## config.mk

```make
export PLATFORM = sky130hd
export DESIGN_NAME = reg_file_sb
export DESIGN_NICKNAME = d
export VERILOG_FILES = /design/src/rtl/reg_file_sb.sv
export SDC_FILE = /design/constraint.sdc
export NUM_CORES = 1
export LEC_CHECK = 0
export CAP_MARGIN = 20
export CORE_MARGIN = 4
export CORE_UTILIZATION = 45
export DETAILED_ROUTE_END_ITERATION = 6
export DONT_BUFFER_PORTS = 1
export GPL_TIMING_DRIVEN = 0
export PLACE_DENSITY = 0.73
export SETUP_SLACK_MARGIN = 0.5
export SYNTH_ARGS = -nofsm -noshare
export SYNTH_HDL_FRONTEND = slang
export SYNTH_SLANG_ARGS = --single-unit
export TNS_END_PERCENT = 30
```

## constraint.sdc

```tcl
create_clock -name clk_i -period 1.8 [get_ports clk_i]
set_input_delay 0.36 -clock clk_i [delete_from_list [all_inputs] [get_ports clk_i]]
set_output_delay 0.36 -clock clk_i [all_outputs]
set_load 0.05 [all_outputs]
```

## src/rtl/reg_file_sb.sv

```systemverilog
// reg_file_sb: DEPTH x DATA_WIDTH processor register file.
//   - two combinational read ports, one synchronous write port
//   - per-register pending (scoreboard) bit, set by RESERVE, cleared by WRITE
//   - CLEAR command that sweeps the file to zero, one register per cycle
// Optional feature macro: REG_BYPASS_EN
//   When defined, a write in IDLE is forwarded combinationally to any read
//   port addressing the same register, together with its next-state pending bit.
module reg_file_sb #(
    parameter int DATA_WIDTH = 8,
    parameter int ADDR_WIDTH = 3
) (
    input  logic                  clk_i,
    input  logic                  reset_ni,
    input  logic [DATA_WIDTH-1:0] in_i,
    input  logic [ADDR_WIDTH-1:0] inaddress_i,
    input  logic                  write_i,
    input  logic                  reserve_i,
    input  logic [ADDR_WIDTH-1:0] resaddress_i,
    input  logic                  clear_i,
    input  logic [ADDR_WIDTH-1:0] out1address_i,
    input  logic [ADDR_WIDTH-1:0] out2address_i,
    output logic [DATA_WIDTH-1:0] out1_o,
    output logic [DATA_WIDTH-1:0] out2_o,
    output logic                  out1busy_o,
    output logic                  out2busy_o,
    output logic                  clearbusy_o
);

    localparam int DEPTH = 1 << ADDR_WIDTH;

    // The counter carries one extra bit so the last sweep index compares
    // unambiguously against a full-width constant.
    localparam logic [ADDR_WIDTH:0] LAST_CNT = (ADDR_WIDTH + 1)'(DEPTH - 1);
    localparam logic [ADDR_WIDTH:0] CNT_ONE  = (ADDR_WIDTH + 1)'(1);

    typedef enum logic [0:0] {
        ST_IDLE     = 1'b0,
        ST_CLEARING = 1'b1
    } state_e;

    state_e                  state_q;
    state_e                  state_d;
    logic [ADDR_WIDTH:0]     cnt_q;
    logic [ADDR_WIDTH:0]     cnt_d;

    logic [DATA_WIDTH-1:0]   mem_q [DEPTH];
    logic [DATA_WIDTH-1:0]   mem_d [DEPTH];
    logic [DEPTH-1:0]        pend_q;
    logic [DEPTH-1:0]        pend_d;

    logic                    idle_s;
    logic                    sweep_s;
    logic [ADDR_WIDTH-1:0]   sweep_idx_s;

    logic [DEPTH-1:0]        wr_hit_s;
    logic [DEPTH-1:0]        res_hit_s;
    logic [DEPTH-1:0]        clr_hit_s;

    logic [DATA_WIDTH-1:0]   out1_s;
    logic [DATA_WIDTH-1:0]   out2_s;
    logic                    busy1_s;
    logic                    busy2_s;

    // FSM state and sweep counter registers, forced to IDLE/0 by reset.
    always_ff @(posedge clk_i or negedge reset_ni) begin
        if (!reset_ni) begin
            state_q <= ST_IDLE;
            cnt_q   <= '0;
        end else begin
            state_q <= state_d;
            cnt_q   <= cnt_d;
        end
    end

    // Next-state and counter logic: CLEAR in IDLE starts a DEPTH-cycle sweep.
    always_comb begin
        state_d = state_q;
        cnt_d   = cnt_q;
        case (state_q)
            ST_IDLE: begin
                cnt_d = '0;
                if (clear_i) begin
                    state_d = ST_CLEARING;
                end else begin
                    state_d = ST_IDLE;
                end
            end
            ST_CLEARING: begin
                if (cnt_q == LAST_CNT) begin
                    state_d = ST_IDLE;
                    cnt_d   = '0;
                end else begin
                    state_d = ST_CLEARING;
                    cnt_d   = cnt_q + CNT_ONE;
                end
            end
            default: begin
                state_d = ST_IDLE;
                cnt_d   = '0;
            end
        endcase
    end

    // FSM outputs: IDLE accepts commands, CLEARING sweeps and reports busy.
    always_comb begin
        idle_s      = 1'b0;
        sweep_s     = 1'b0;
        sweep_idx_s = cnt_q[ADDR_WIDTH-1:0];
        case (state_q)
            ST_IDLE: begin
                idle_s  = 1'b1;
                sweep_s = 1'b0;
            end
            ST_CLEARING: begin
                idle_s  = 1'b0;
                sweep_s = 1'b1;
            end
            default: begin
                idle_s  = 1'b0;
                sweep_s = 1'b0;
            end
        endcase
    end

    assign clearbusy_o = sweep_s;

    // Per-register decode of write, reserve and sweep hits.
    always_comb begin
        wr_hit_s  = '0;
        res_hit_s = '0;
        clr_hit_s = '0;
        for (int i = 0; i < DEPTH; i++) begin
            wr_hit_s[i]  = idle_s && write_i   && (inaddress_i  == ADDR_WIDTH'(i));
            res_hit_s[i] = idle_s && reserve_i && (resaddress_i == ADDR_WIDTH'(i));
            clr_hit_s[i] = sweep_s && (sweep_idx_s == ADDR_WIDTH'(i));
        end
    end

    // Next register contents and pending bits; reserve wins over a write.
    always_comb begin
        for (int i = 0; i < DEPTH; i++) begin
            mem_d[i]  = mem_q[i];
            pend_d[i] = pend_q[i];
            if (clr_hit_s[i]) begin
                mem_d[i]  = '0;
                pend_d[i] = 1'b0;
            end else if (wr_hit_s[i]) begin
                mem_d[i]  = in_i;
                pend_d[i] = res_hit_s[i];
            end else if (res_hit_s[i]) begin
                mem_d[i]  = mem_q[i];
                pend_d[i] = 1'b1;
            end else begin
                mem_d[i]  = mem_q[i];
                pend_d[i] = pend_q[i];
            end
        end
    end

    // Storage and scoreboard registers, zeroed asynchronously by reset.
    always_ff @(posedge clk_i or negedge reset_ni) begin
        if (!reset_ni) begin
            for (int i = 0; i < DEPTH; i++) begin
                mem_q[i] <= '0;
            end
            pend_q <= '0;
        end else begin
            for (int i = 0; i < DEPTH; i++) begin
                mem_q[i] <= mem_d[i];
            end
            pend_q <= pend_d;
        end
    end

    // Combinational read ports, optionally forwarding the in-flight write.
    always_comb begin
        out1_s  = mem_q[out1address_i];
        busy1_s = pend_q[out1address_i];
        out2_s  = mem_q[out2address_i];
        busy2_s = pend_q[out2address_i];
`ifdef REG_BYPASS_EN
        if (idle_s && reset_ni && write_i && (out1address_i == inaddress_i)) begin
            out1_s  = in_i;
            busy1_s = reserve_i && (resaddress_i == inaddress_i);
        end else begin
            out1_s  = mem_q[out1address_i];
            busy1_s = pend_q[out1address_i];
        end
        if (idle_s && reset_ni && write_i && (out2address_i == inaddress_i)) begin
            out2_s  = in_i;
            busy2_s = reserve_i && (resaddress_i == inaddress_i);
        end else begin
            out2_s  = mem_q[out2address_i];
            busy2_s = pend_q[out2address_i];
        end
`endif
    end

    assign out1_o     = out1_s;
    assign out2_o     = out2_s;
    assign out1busy_o = busy1_s;
    assign out2busy_o = busy2_s;

endmodule

```

==> qor.csv <==
metric;value;unit
outcome;finished, violations left;
violations;negative hold slack, negative setup slack;
cts_buffer_depth;2;
setup_ws;-0.192;ns
drt_iter0_markers;564;
rsz0062_at_grt;true;
crit_path_start_kind;flip-flop;
rows;36;
max_stage_delay;0.49;ns
fillerInstances;813;
finalSetupTns;-3.12;ns
insertion_delay;0.36;ns
num_antenna_cells;0;
path_buf_inv;0;
seq_area;0.00193;mm2
cts-buffers-inserted;9;
path_max_fanout;3;
peakVddDrop;0.940;mV
clkPwrFrac;0.184;
grt_pass1_wl;21100;um
cp.depth;2;
via_count;3746;
hp-class;input pin to async pin;
dieHeight;109;um
startpoint;mem_q[1];
multiInputGateArea;0.00265;mm2
ff2ff_path_depth;6;
avgSynthCellArea;11.4;um2
syn_nets;431;
worstMarginPinSlew;0.945;ns
hold_ws;-0.322;ns
yosys_register_bits;77;
p_per_area;1320;mW/mm2
timing.fmax;0.502;GHz
drcViolationCount;0;
crit_chain;mux4_2, mux2_4;
worstReg2RegStart;state_q;
drt_wl_total;14300;um
coreArea;0.00982;mm2
crit_arrival;1.63;ns
slowest_stage;mux4_2;
wl_per_cell;24.2;um
pin_count;44;
skew;0.00788;ns
antenna_found_initial;0;
mostFrequentLayoutCell;dfrtp_1;
final_cell_mix;dfrtp_1, nand2_1, buf_4, mux4_2, nand3_1;
vias_per_cell;6.36;
fp.dieW;109;um
p_switching;2.95;mW
dp_slack;-0.307;ns
initial_utilization;0.465;
crit_path_end_kind;output pin;
ant_nets;0;
setup-violations-final;18;
seq_area_frac_synth;0.422;
place.gp.congestion;0.857;
p_leak;2.54;nW
clock_sinks;77;
track_usage;0.243;
area_delta_synth_final;24.2;%
fin_util;0.577;
cp-endpoint;out2_o[1];
nets;482;
synth_cells;400;
synth.distinct_cells;27;
pwr-share-seq;0.377;
grt_pass1_vias;3747;
yosysWarnings;0;
placed_area;0.00478;mm2
gr-total-overflow;0;
critPathKind;flip-flop to output pin;
htree_levels;3;
slew_violations;0;
worstReg2RegEnd;pend_q[4];
grt_max_degree;78;
post-route-period-util;1.11;
stdcell_area;0.00567;mm2
drtPass1Iterations;5;
cp.required;1.44;ns
r2r_slack;0.02;ns
hold_viol;77;
dp_hpwl;8410;um
synth_area;0.00456;mm2
drive_above_1_share;0.412;
critical-path-top-delay-family;multiplexers;
clk_pin_slew_worst_paths;0.09;ns
clockRootBuffer;clkbuf_8;
cts_tree;built;
die_area;0.0118;mm2
port-buffer-count;0;
swShare;0.395;
maxSlewHeadroom;0.370;
maxCapViolations;0;
intPower;4.51;mW
finalCriticalPeriod;1.99;ns
pwr-share-comb;0.440;
## cells in the mapped netlist (all sizes together)
cell type / n / area share
mux2: 18 / 0.044
mux2i: 25 / 0.055
nor2: 5 / 0.0041
ha: 6 / 0.016
and2: 7 / 0.0096
nand2: 74 / 0.061
inv: 14 / 0.012
a32o: 1 / 0.0022
clkbuf: 16 / 0.013
a31o: 1 / 0.0019
mux4: 36 / 0.21
buf: 13 / 0.024
nand3b: 5 / 0.0082
o32ai: 3 / 0.0058
nor2b: 2 / 0.0027
and3b: 2 / 0.0038
nor3b: 2 / 0.0044
nor3: 1 / 0.0011
nand3: 47 / 0.052
o21ai: 45 / 0.049
dfrtp: 77 / 0.42
## flip-flops by register name (all words and copies together) (netlist names)
register / flops
pend_q: 8
mem_q: 64
state_q: 1
cnt_q: 4
## area by class of cell
type,count,share of cell area
inverter,14,0.00927
buffer,29,0.0601
sequential,77,0.340
timing repair buffer,39,0.0581
clock inverter,5,0.0106
clock buffer,11,0.0250
tap,133,0.0294
multi-input combinational,281,0.467
## layer usage
| metal | routed length (um) | vias up | track usage |
|---|---|---|---|
| met2 | 6790 | 289 | 0.362 |
| met5 | 0 | - | 0 |
| met4 | 493 | 0 | 0.0721 |
| met3 | 1760 | 39 | 0.0888 |
| met1 | 5240 | 1861 | 0.335 |
| li1 | - | 1557 | - |
## per-stage QoR
stage | std cells | hold WS, ns | power [mW]
2_1_floorplan | 400 | 0.0644 | 4.71
3_3_place_gp | 533 | 0.0675 | 5.19
3_5_place_dp | 533 | 0.0672 | 5.30
4_1_cts | 572 | -0.326 | 7.04
5_1_grt | 589 | -0.341 | 7.81
6_report | 589 | -0.322 | 7.45
## power groups by stage
stage                     clock (mW)  sequential, mW  combinational [mW]
final                           1.37            2.81                3.28
after global routing            1.44            2.88                3.50
after CTS                       1.37            2.79                2.89
after detailed placement           0            2.83                2.47
after global placement             0            2.79                2.40
after floorplan                    0            2.64                2.07
## worst register-to-register path, stage by stage, from the launching register on
cell	delay, ns
dfrtp_2	0.53
buf_6	0.18
nor3b_4	0.21
buf_6	0.21
nand3b_1	0.13
buf_8	0.18
a31o_4	0.24
## worst min path at each step
| stage | cells past startpoint | start | slack, ns | endpoint |
|---|---|---|---|---|
| after global placement | 0 | reset_ni | 0.07 | state_q |
| after floorplan | 0 | reset_ni | 0.06 | cnt_q[0] |
| after detailed placement | 0 | reset_ni | 0.07 | cnt_q[3] |
| final | 0 | reset_ni | -0.32 | state_q |
| after global routing | 0 | reset_ni | -0.34 | pend_q[7] |
| after CTS | 0 | reset_ni | -0.33 | cnt_q[3] |
## logic make-up (layout without fill, tap and decap cells)
kind of cell / Yosys count / in the layout / share of synthesized area
muxes: 79 / 79 / 0.306
and+or+nand+nor: 145 / 146 / 0.147
DFF: 77 / 77 / 0.422
buffers and inverters: 43 / 98 / 0.0488
AOI/OAI and AO/OA: 50 / 50 / 0.0592
adders and majority gates: 6 / 6 / 0.0164
## timing repair
action / 4_1_cts / 5_1_grt
endpoints found under the hold margin: 77 / 77
setup endpoints to repair: 95 / 94
setup buffers: 21 / 15
pin swaps: 18 / 46
resized for setup: 84 / 93
gates cloned: 2 / 2
No activity file was read; power rests on OpenSTA's default activity.
